`config.mk`:
```
export PLATFORM = sky130hd
export DESIGN_NAME = wishbone_timer_slave
export DESIGN_NICKNAME = d
export VERILOG_FILES = /design/src/rtl/timer_pkg.sv /design/src/rtl/timer_prescaler.sv /design/src/rtl/wishbone_timer_slave.sv
export SDC_FILE = /design/constraint.sdc
export NUM_CORES = 1
export LEC_CHECK = 0
export ABC_AREA = 1
export BUFFER_PORTS_ARGS = -buffer_cell sky130_fd_sc_hd__buf_4
export CORE_UTILIZATION = 59
export DETAILED_ROUTE_END_ITERATION = 6
export GPL_TIMING_DRIVEN = 0
export PLACE_DENSITY = 0.77
export SLEW_MARGIN = 10
export SYNTH_ARGS = -nofsm -noshare
export SYNTH_HDL_FRONTEND = slang
export SYNTH_SLANG_ARGS = --single-unit
```
`constraint.sdc`:
```
create_clock -name i_CLK -period 1.95 [get_ports i_CLK]
set_input_delay 0.2925 -clock i_CLK [delete_from_list [all_inputs] [get_ports i_CLK]]
set_output_delay 0.2925 -clock i_CLK [all_outputs]
set_load 0.02 [all_outputs]
```
`src/rtl/timer_pkg.sv`:
```
// -----------------------------------------------------------------------------
// timer_pkg
// Shared definitions for the Wishbone timer/compare slave:
//   - register word indices (i_ADDR[4:2]) and byte offsets
//   - CTRL / STATUS bit positions
//   - prescaler width
//   - byte-lane merge helper used by the register file
// -----------------------------------------------------------------------------
package timer_pkg;

  localparam int PRESCALE_W = 16;
  localparam int LANES      = 4;

  // Word index of each register, as decoded from i_ADDR[4:2].
  typedef enum logic [2:0] {
    REG_CTRL     = 3'd0,
    REG_PRESCALE = 3'd1,
    REG_COUNT    = 3'd2,
    REG_COMPARE  = 3'd3,
    REG_STATUS   = 3'd4
  } reg_idx_e;

  // Byte offsets matching the word indices above.
  localparam logic [4:0] OFF_CTRL     = 5'h00;
  localparam logic [4:0] OFF_PRESCALE = 5'h04;
  localparam logic [4:0] OFF_COUNT    = 5'h08;
  localparam logic [4:0] OFF_COMPARE  = 5'h0C;
  localparam logic [4:0] OFF_STATUS   = 5'h10;

  // CTRL bits
  localparam int CTRL_EN   = 0;
  localparam int CTRL_IE   = 1;
  localparam int CTRL_MODE = 2;
  localparam int CTRL_W    = 3;

  // STATUS bits
  localparam int STATUS_MATCH = 0;

  // Replace the bytes of old_val selected by mask with those of new_val.
  function automatic logic [31:0] lane_merge(input logic [31:0] old_val,
                                             input logic [31:0] new_val,
                                             input logic [31:0] mask);
    return (old_val & ~mask) | (new_val & mask);
  endfunction

endpackage

```
`src/rtl/timer_prescaler.sv`:
```
// -----------------------------------------------------------------------------
// timer_prescaler
// Divides the clock down to a one-cycle tick every PRESCALE+1 clocks while
// enabled. Disabling holds the internal counter at 0, so the first tick after
// enabling arrives exactly PRESCALE+1 clocks later.
// Ports:
//   i_CLK       system clock
//   i_RSTn      asynchronous active-low reset
//   i_EN        count enable (0 clears the counter)
//   i_PRESCALE  terminal count; a tick is produced when the counter equals it
//   o_TICK      one-cycle tick, decoded from registered state only
// -----------------------------------------------------------------------------
module timer_prescaler
  import timer_pkg::*;
(
  input  logic                  i_CLK,
  input  logic                  i_RSTn,
  input  logic                  i_EN,
  input  logic [PRESCALE_W-1:0] i_PRESCALE,
  output logic                  o_TICK
);

  localparam logic [PRESCALE_W-1:0] ONE = PRESCALE_W'(1);

  logic [PRESCALE_W-1:0] cnt_reg;
  logic [PRESCALE_W-1:0] cnt_next;

  // A lowered PRESCALE that is already below cnt_reg is not caught here on
  // purpose: the counter runs on and wraps through 0xFFFF before the next match.
  always_comb begin
    o_TICK   = 1'b0;
    cnt_next = cnt_reg;
    if (!i_EN) begin
      cnt_next = '0;
    end else if (cnt_reg == i_PRESCALE) begin
      o_TICK   = 1'b1;
      cnt_next = '0;
    end else begin
      cnt_next = cnt_reg + ONE;
    end
  end

  always_ff @(posedge i_CLK or negedge i_RSTn) begin
    if (!i_RSTn) begin
      cnt_reg <= '0;
    end else begin
      cnt_reg <= cnt_next;
    end
  end

endmodule

```
`src/rtl/wishbone_timer_slave.sv`:
```
// -----------------------------------------------------------------------------
// wishbone_timer_slave
// Wishbone responder with a 32-bit programmable timer/compare unit and a level
// interrupt. Single-cycle registered ACK: a request seen while o_ACK is low is
// acknowledged on the next edge, and any write lands on that same edge.
// Ports:
//   i_CLK, i_RSTn   clock, asynchronous active-low reset
//   i_ADDR          byte address; only [4:2] decoded
//   i_DATA/o_DATA   write data / registered read data (0 when not ACKing)
//   i_WE, i_SEL     write enable, byte-lane enables
//   i_STB, i_CYC    strobe and cycle valid
//   o_ACK           one-cycle acknowledge
//   i_TAGN/o_TAGN   master tag, returned with the ACK
//   o_IRQ           MATCH & IE, registered
// -----------------------------------------------------------------------------
module wishbone_timer_slave
  import timer_pkg::*;
#(
  parameter int DATA_WIDTH = 32,  // only 32 is supported
  parameter int ADDR_WIDTH = 32
) (
  input  logic                  i_CLK,
  input  logic                  i_RSTn,
  input  logic [ADDR_WIDTH-1:0] i_ADDR,
  input  logic [DATA_WIDTH-1:0] i_DATA,
  output logic [DATA_WIDTH-1:0] o_DATA,
  input  logic                  i_WE,
  input  logic [LANES-1:0]      i_SEL,
  input  logic                  i_STB,
  output logic                  o_ACK,
  input  logic                  i_CYC,
  input  logic                  i_TAGN,
  output logic                  o_TAGN,
  output logic                  o_IRQ
);

  // ---------------------------------------------------------------------------
  // State
  // ---------------------------------------------------------------------------
  logic [CTRL_W-1:0]     ctrl_reg,     ctrl_next;
  logic [PRESCALE_W-1:0] prescale_reg, prescale_next;
  logic [31:0]           count_reg,    count_next;
  logic [31:0]           compare_reg,  compare_next;
  logic                  match_reg,    match_next;
  logic                  irq_reg,      irq_next;
  logic                  ack_reg;
  logic [31:0]           data_reg,     data_next;
  logic                  tagn_reg;

  // ---------------------------------------------------------------------------
  // Bus decode
  // ---------------------------------------------------------------------------
  logic        req;
  logic        wr;
  logic [2:0]  reg_idx;
  logic [31:0] lane_mask;
  logic        wr_ctrl, wr_prescale, wr_count, wr_compare, wr_status;
  logic        w1c_match;
  logic        unused_addr;

  assign req     = i_CYC & i_STB & ~ack_reg;
  assign wr      = req & i_WE;
  assign reg_idx = i_ADDR[4:2];

  // Address bits outside [4:2] carry no meaning for this slave.
  assign unused_addr = ^{i_ADDR[ADDR_WIDTH-1:5], i_ADDR[1:0]};

  genvar gi;
  generate
    for (gi = 0; gi < LANES; gi++) begin : g_lane
      assign lane_mask[8*gi +: 8] = {8{i_SEL[gi]}};
    end
  endgenerate

  assign wr_ctrl     = wr && (reg_idx == REG_CTRL);
  assign wr_prescale = wr && (reg_idx == REG_PRESCALE);
  assign wr_count    = wr && (reg_idx == REG_COUNT);
  assign wr_compare  = wr && (reg_idx == REG_COMPARE);
  assign wr_status   = wr && (reg_idx == REG_STATUS);
  assign w1c_match   = wr_status & i_SEL[0] & i_DATA[STATUS_MATCH];

  // ---------------------------------------------------------------------------
  // Prescaler
  // ---------------------------------------------------------------------------
  logic tick;
  logic prescale_en;

  // Gating with ctrl_next as well makes an EN 1->0 write clear the prescaler
  // on the write edge itself and suppresses any tick there, so COUNT holds.
  assign prescale_en = ctrl_reg[CTRL_EN] & ctrl_next[CTRL_EN];

  timer_prescaler u_prescaler (
    .i_CLK      (i_CLK),
    .i_RSTn     (i_RSTn),
    .i_EN       (prescale_en),
    .i_PRESCALE (prescale_reg),
    .o_TICK     (tick)
  );

  // ---------------------------------------------------------------------------
  // Register file and timer
  // ---------------------------------------------------------------------------
  logic hit;
  assign hit = tick && (count_reg == compare_reg);

  always_comb begin
    ctrl_next = ctrl_reg;
    if (wr_ctrl && i_SEL[0]) begin
      ctrl_next = i_DATA[CTRL_W-1:0];
    end

    prescale_next = prescale_reg;
    if (wr_prescale) begin
      prescale_next = (prescale_reg & ~lane_mask[PRESCALE_W-1:0]) |
                      (i_DATA[PRESCALE_W-1:0] & lane_mask[PRESCALE_W-1:0]);
    end

    compare_next = compare_reg;
    if (wr_compare) begin
      compare_next = lane_merge(compare_reg, i_DATA, lane_mask);
    end

    // A bus write to COUNT overrides the tick, including its increment.
    count_next = count_reg;
    if (wr_count) begin
      count_next = lane_merge(count_reg, i_DATA, lane_mask);
    end else if (tick) begin
      if (hit && ctrl_reg[CTRL_MODE]) begin
        count_next = '0;
      end else begin
        count_next = count_reg + 32'd1;
      end
    end

    // A new match beats a same-cycle clear.
    match_next = match_reg;
    if (w1c_match) begin
      match_next = 1'b0;
    end
    if (hit) begin
      match_next = 1'b1;
    end

    irq_next = match_next & ctrl_next[CTRL_IE];
  end

  // Read mux: reads return the state before this cycle's write.
  always_comb begin
    data_next = '0;
    if (req && !i_WE) begin
      case (reg_idx)
        REG_CTRL:     data_next = {{(32-CTRL_W){1'b0}}, ctrl_reg};
        REG_PRESCALE: data_next = {{(32-PRESCALE_W){1'b0}}, prescale_reg};
        REG_COUNT:    data_next = count_reg;
        REG_COMPARE:  data_next = compare_reg;
        REG_STATUS:   data_next = {31'd0, match_reg};
        default:      data_next = '0;
      endcase
    end
  end

  always_ff @(posedge i_CLK or negedge i_RSTn) begin
    if (!i_RSTn) begin
      ctrl_reg     <= '0;
      prescale_reg <= '0;
      count_reg    <= '0;
      compare_reg  <= '0;
      match_reg    <= 1'b0;
      irq_reg      <= 1'b0;
      ack_reg      <= 1'b0;
      data_reg     <= '0;
      tagn_reg     <= 1'b0;
    end else begin
      ctrl_reg     <= ctrl_next;
      prescale_reg <= prescale_next;
      count_reg    <= count_next;
      compare_reg  <= compare_next;
      match_reg    <= match_next;
      irq_reg      <= irq_next;
      ack_reg      <= req;
      data_reg     <= data_next;
      if (req) begin
        tagn_reg <= i_TAGN;
      end
    end
  end

  assign o_ACK  = ack_reg;
  assign o_DATA = data_reg;
  assign o_TAGN = tagn_reg;
  assign o_IRQ  = irq_reg;

endmodule

```
# Yosys cells after proc, flatten, opt, wreduce, memory -nomap -nowiden
# Index checks and enable logic that the tools add are counted.
# totals
register_bits	135
wordCells	61
# classes
n_addsub	2
eq_ne	6
muxes	12
bitwise_logic	18
reduce_logical	12
# op_table
operator	count
$pmux 32 s5	1
$mux 32	4
$and 32x32->32	3
$or 32x32->32	2
$add 32x1->32 const B	1
$and 16x16->16	2
$eq 32x32->1	1
$mux 16	2
$not 32->32	1
$add 16x1->16 const B	1
$eq 16x16->1	1
$not 16->16	1
$or 16x16->16	1
$logic_and 1x1->1	9
$and 1x1->1	7
$eq 3x2->1 const B	2
$mux 1	4
$eq 3x1->1 const B	1
$eq 3x3->1 const B	1
$logic_not 3->1	1
$mux 2	1
$reduce_bool 2->1	1
$logic_not 1->1	1
$not 1->1	1

# Longest topological paths before layout
# Gate-level depths: netlist (run 1).
# logic_depth
ltp_word	13
ltp_mapped	14

# Modules after synthesis
# Synthesis (run 1) repeated with hierarchy kept, for this count alone.
# hier_totals
hier_cells	1035
area_unflattened_um2	7727.4
# modules_own_cells
mod	n_inst	cells_each	area_per_inst_um2
wishbone_timer_slave	1	857	6596.3
timer_prescaler	1	178	1131.1

# Least setup slack after synthesis (run 1)
# OpenSTA, ideal clock, no wires.
# synth_path
kind	flip-flop to flip-flop
from	register (tool-made name)
to	register (tool-made name)
arrival_time_ns	1.575
slack_ns	0.256
path_stages_with_launch	11
n_path_buf	0
period_less_slack_ns	1.694
path_cell_list	dfrtp_1 > ha_1 > nand2_2 > nor3_4 > inv_2 > nor3_4 > nand2_1 > nand2_1 > o21ai_0 > nand3_1 > a21oi_2

==> results of run 1 <==
[cell type report]
| class | count | area [µm²] | area share, % |
|---|---|---|---|
| buffer | 26 | 161 | 1.62 |
| clock buffer | 20 | 447 | 4.49 |
| clock inverter | 12 | 176 | 1.77 |
| inverter | 181 | 694 | 6.98 |
| multi-input combinational | 791 | 4030 | 40.5 |
| sequential | 135 | 3390 | 34.1 |
| tap | 176 | 220 | 2.21 |
| timing repair buffer | 101 | 827 | 8.32 |
[timing repair]
action / CTS / global route
pin swaps: 3 / 12
gates cloned: 0 / 2
hold buffers: 1 / 0
endpoints found under the hold margin: 49 / 0
endpoints found under the setup margin: 54 / 67
buffers inserted: 6 / 12
resized for setup: 8 / 58
[routing by layer]
metal | global-route usage (%) | vias to the layer above | wire length [µm]
met5 | 0 | - | 0
met4 | 13.9 | 0 | 593
met3 | 7.18 | 51 | 1890
met2 | 50.5 | 377 | 10500
met1 | 44.7 | 3725 | 9720
li1 | - | 3774 | -
[critical path: cells and delay by family (launching register included)]
family / cells / cell delay [ns]
buffers and inverters: 2 / 0.32
flip-flops: 1 / 0.41
AND/OR/NAND/NOR: 10 / 1.05
[cells in the mapped netlist, drive strengths merged]
library cell,instances
nand2,319
nor2,196
inv,176
dfrtp,135
o21ai,68
nand3,55
a21oi,40
xor2,29
nor3,23
o22ai,17
buf,15
a22oi,14
nand4,14
clkbuf,12
clkinv,5
nor4,3
ha,2
nand3b,2
nor3b,2
or2,2
a221oi,1
a311oi,1
a31oi,1
o211ai,1
xnor2,1
[power groups by stage]
stage / Sequential (µW) / Combinational [µW] / Clock [µW]
after floorplan: 3780 / 2600 / 0
after global placement: 3910 / 3240 / 0
after detailed placement: 3930 / 3330 / 0
after CTS: 3870 / 3430 / 3430
after global routing: 4010 / 4240 / 3570
final: 3930 / 3800 / 3420
[cell families after synthesis]
logic type,Yosys count
buffers and inverters,208
DFF,135
and+or+nand+nor,616
xor gates and xnor gates,30
AOI/OAI and AO/OA,143
adders and majority gates,2
[per-stage QoR]
| stage | setup WS [ns] | area [µm²] | utilization (%) | TNS (ns) |
|---|---|---|---|---|
| after floorplan | 0.256 | 8080 | - | 0 |
| after global placement | -0.236 | 8900 | 66.9 | -3.88 |
| after detailed placement | -0.294 | 8930 | 67.2 | -5.72 |
| after CTS | 0.0186 | 9630 | 72.4 | 0 |
| after global routing | -0.0469 | 9950 | 74.8 | -0.551 |
| final | 0.0679 | 9950 | 74.8 | 0 |
[final timing paths]
check / from / endpoint / slack (ns) / depth (start not counted)
min reg2reg: o_TAGN$_DFFE_PN0N_ / o_TAGN$_DFFE_PN0N_ / 0.49 / 2
max in group asynchronous: i_RSTn / asynchronous set/reset pin / 0.78 / 3
min in group asynchronous: i_RSTn / asynchronous set/reset pin / 0.37 / 2
min: i_TAGN / o_TAGN$_DFFE_PN0N_ / 0.06 / 3
max reg2reg: register / register / 0.07 / 12
max: register / register / 0.07 / 12
==> summary.txt, run 1 <==
Run status
  – Outcome: finished, final reports clean

Setup path
  – Crit-path max FO: 7
  – Startpoint class of the critical path: register
  – Crit path required time: 2.27 ns
  – WS Path Type: reg2reg
  – Slowest cell delay on critical path: 0.41 ns
  – CP Cell Sequence: inv_1 > nand2_1 > nand2_1 > nor2_1 > nand2_1 > nor2_2 > nand2_1 > nor2_4 > nand3_4 > clkbuf_16 > nand4_1 > nand2_1
  – Critical Path AT: 2.20 ns
  – Crit path top cell by count: nand2_1
  – Crit. End Element: register
  – Crit path max-delay cell type: dfrtp_2

Placed design
  – Port bufs: 79
  – GPL Wtd Cong: 0.935
  – Post-DP HPWL: 15800 µm
  – Placed cell count: 1390

Finish
  – Final std cells w/o fill: 1442
  – Post-layout nets: 1329
  – Fillers: 1085
  – Commonest non-fill, non-tap cell in the layout: nand2_1
  – Diodes inserted: 0
  – Synthesis-to-finish area growth: 23.0%
  – Layout cells sized above 1: 21.5%
  – Commonest non-fill, non-tap cells in the layout: 305 x nand2_1, 182 x nor2_1, 150 x inv_1

Drt
  – 1st-pass router iterations: 5
  – DRC: 0
  – DRT Wirelength: 22700 µm
  – Drt wl/cell: 15.7 µm
  – Routed vias/inst: 5.50
  – Vias: 7927
  – ANT nets after route: 0
  – DRC marker count from the first detailed-route iteration: 850

STA
  – Fmax: 0.531 GHz
  – Pins over their slew limit: 0
  – Worst Max-Slew Pin Slew: 0.778 ns
  – Fin Hold WS: 0.0595 ns
  – Slew HR: 48.1%
  – Tmin final: 1.88 ns
  – Final Hold Fails: 0
  – Fin crit share: 96.5%
  – Setup violators final: 0
  – Worst Skew: 0.00769 ns
  – RSZ-0062 raised after global routing: yes

Logic synthesis
  – Largest family of logic cells by synthesized area: simple AND/OR/NAND/NOR gates
  – Proportion of synthesized area in mux cells: 0%
  – Synth top area cells: dfrtp_1 42%, nand2_1 14%, nor2_1 8.7%
  – Synth Warn #: 0
  – Cell taking the most area after synthesis: dfrtp_1
  – Area share of fa/ha/maj cells after synthesis: 0.310%
  – Post-synthesis net count: 1210
  – Post-Synth XOR/XNOR Area: 3.25%
  – Synthesized area: 8080 µm²
  – Synth Area in Compound Gates: 10.8%
  – Post-synthesis cell count: 1134
  – Post-synth cell types: 42
  – Register bit total from synthesis: 135
  – Top cell type's share of synthesized area: 41.8%
  – Post-synthesis simple-gate area fraction: 33.6%
  – Avg Cell Area, Syn: 7.13 µm²
  – Post-synthesis sequential area ratio: 41.8%

Floorplanning
  – Rows: 42
  – I/O pin cnt: 109
  – Die Wd: 119 µm
  – Chip height: 119 µm
  – Total die area: 14200 µm²
  – Initial Utilization: 60.8%
  – Core ar.: 13300 µm²

Clock tree
  – CTS max path bufs: 2
  – CTS Buf Count: 17
  – Clk root buf: clkbuf_16
  – Sink Count: 135
  – CTS tree: built
  – H-tree levels: 4
  – Clk slew on worst S/H paths: 0.06 ns
  – Worst-Skew Late Latency: 0.43 ns

Pwr
  – Sw Ratio: 37.7%
  – VDD IR-drop max: 0.710 mV
  – Reg power frac: 35.3%
  – Final Total Pwr: 11200 µW
  – Static Leak: 0.00511 µW
  – Pwr dens: 1120 nW/µm²
  – Switching Power: 4210 µW
  – Clock network power share: 30.6%
  – Comb pwr share: 34.1%
  – Internal power: 6950 µW

GRT
  – Initial antenna violation count: 0
  – Total gr overflow: 0
  – Number of global-route vias before repair: 7207
  – Largest net degree at the start of global routing: 87
  – First-pass GRT wire length: 35800 µm
  – GR Util All Layers: 32.8%

Hold path
  – Hold/Removal Path Class: in2reg

Job
  – # Max-Cap Violations: 0
No activity file was read; power rests on OpenSTA's default activity.
==> inputs of run 2 (changes only) <==
- CORE_MARGIN: not set -> 5
==> run 2 against run 1 <==
  * Clock skew increased by 0.0023 ns
  * Power decreased by 6.2%
  * Hold slack got worse by 0.012 ns
  * Clock power is 13% lower
  * Final cell count is 0.69% lower
  * Via count decreased by 1.5%
  * Die area is 14% higher
  * Register-to-register slack got worse by 0.02 ns
  * First-iteration DRC count decreased by 2.7%
  * Critical path type unchanged
==> summary.txt, run 2 (synthesized netlist as in run 1, its figures left out) <==
GRT
  – First-pass GRT wire length: 36800 µm
  – Initial antenna violation count: 0
  – GR Util All Layers: 28.8%
  – Number of global-route vias before repair: 7471
  – Largest net degree at the start of global routing: 77
  – Total gr overflow: 0

Pwr
  – Pwr dens: 1080 nW/µm²
  – Static Leak: 0.00498 µW
  – Final Total Pwr: 10500 µW
  – VDD IR-drop max: 0.791 mV

Floorplanning
  – Die Wd: 127 µm
  – Rows: 42
  – Core ar.: 13300 µm²
  – Total die area: 16100 µm²
  – Chip height: 127 µm
  – I/O pin cnt: 109
  – Initial Utilization: 60.6%

Placed design
  – Post-DP HPWL: 16200 µm
  – GPL Wtd Cong: 0.954
  – Placed cell count: 1390
  – Placed inst area: 8930 µm²
  – Port bufs: 79

Job
  – # Max-Cap Violations: 0

STA
  – Slew HR: 47.4%
  – Pins over their slew limit: 0
  – Worst Skew: 0.00995 ns
  – Worst Max-Slew Pin Slew: 0.789 ns
  – RSZ-0062 raised after global routing: yes
  – Setup TNS Final: 0 ns
  – Final Hold Fails: 0
  – Tmin final: 1.90 ns
  – Fin crit share: 97.3%
  – Fmax: 0.527 GHz
  – Setup violators final: 0

Drt
  – DRC marker count from the first detailed-route iteration: 827
  – Max Used Layer: met4
  – Vias: 7810
  – Routed wl met3: 1720 µm
  – 1st-pass router iterations: 6
  – Drt wl/cell: 15.8 µm
  – Routed vias/inst: 5.45
  – Met2 Wirelength: 10400 µm
  – ANT nets after route: 0
  – DRC: 0
  – Met1 WL: 10000 µm
  – DRT Wirelength: 22700 µm

Setup path
  – Crit. End Element: register
  – R2r startpoint: o_ACK$_DFF_PN0_
  – WS Path Type: reg2reg
  – Startpoint class of the critical path: register
  – FF-to-FF path depth: 10
  – Critical Path AT: 2.21 ns
  – Crit path required time: 2.27 ns
  – Crit-path max FO: 9
  – R2r setup slk: 0.05 ns

Hold path
  – WHS Endpoint: o_TAGN$_DFFE_PN0N_
  – Hold/Removal Path Class: in2reg
  – Worst Hold Launch: i_TAGN
  – WHS Path Cells: 3

Clock tree
  – Clk slew on worst S/H paths: 0.06 ns
  – Clk root buf: clkbuf_16
  – CTS tree: built
  – Sink Count: 135
  – CTS max path bufs: 2
  – H-tree levels: 4
  – Worst-Skew Late Latency: 0.44 ns
  – CTS Buf Count: 17

Finish
  – Commonest non-fill, non-tap cells in the layout: 309 x nand2_1, 184 x nor2_1, 154 x inv_1
  – Diodes inserted: 0
  – Cell area after layout: 9650 µm²
  – Synthesis-to-finish area growth: 19.3%
  – Final std cells w/o fill: 1432
  – Post-layout nets: 1321
  – Layout cells sized above 1: 18.7%
  – Commonest non-fill, non-tap cell in the layout: nand2_1

Run status
  – Outcome: finished, final reports clean
[run 2: per-stage QoR]
step                worst slack, ns  util (%)  hold WS [ns]
detailed placement           -0.193      66.9         0.386
global route                -0.0539      72.3        0.0642
global placement             -0.200      66.7         0.480
finish                       0.0526      72.3        0.0478
floorplan                     0.256         -      -0.00309
CTS                        -0.00534      71.5        0.0452
[run 2: area by class of cell]
type                            count  area, µm²
Sequential cell                   135       3390
Inverter                          181        692
Multi-Input combinational cell    791       3950
Buffer                             27        149
Timing Repair Buffer               92        717
Clock inverter                      4       45.0
Fill cell                        1121       3700
Clock buffer                       26        489
Tap cell                          176        220
[run 2: worst max path at each step]
stage / end / startpoint / depth (start not counted) / slack, ns
6_report: register / o_ACK$_DFF_PN0_ / 10 / 0.05
5_1_grt: register / register / 9 / -0.05
4_1_cts: o_DATA[6]$_DFF_PN0_ / o_ACK$_DFF_PN0_ / 6 / -0.005
3_5_place_dp: o_DATA[7]$_DFF_PN0_ / o_ACK$_DFF_PN0_ / 7 / -0.19
3_3_place_gp: o_DATA[7]$_DFF_PN0_ / o_ACK$_DFF_PN0_ / 7 / -0.20
2_1_floorplan: register / register / 10 / 0.26
[run 2: what timing repair did]
item / CTS / global route
hold endpoints to repair: 75 / 0
setup endpoints to repair: 49 / 79
hold buffers: 1 / 0
pin swaps: 3 / 4
resized for setup: 6 / 23
buffers inserted: 7 / 4
[run 2: metal layers]
layer / vias up / global-route usage [%]
met5: - / 0
met1: 3669 / 40.6
li1: 3773 / -
met4: 0 / 9.15
met3: 46 / 6.76
met2: 322 / 44.5
[run 2: where the power goes]
group	switching, µW	total, µW	internal (µW)	leakage [µW]
Clock	1160	2990	1830	0.000264
Combinational	2260	3590	1330	0.00296
Sequential	585	3880	3300	0.00175
Total	4000	10500	6460	0.00498
[run 2: critical path: stages, from the launching register on]
cell      delay (ns)
dfrtp_1         0.38
inv_1           0.12
nand4_4         0.19
nor2_4          0.19
a21oi_2         0.12
nand3_2         0.11
nand2_4         0.15
nand2_4         0.16
clkinv_2        0.15
nor2_1          0.16
a21oi_2         0.05
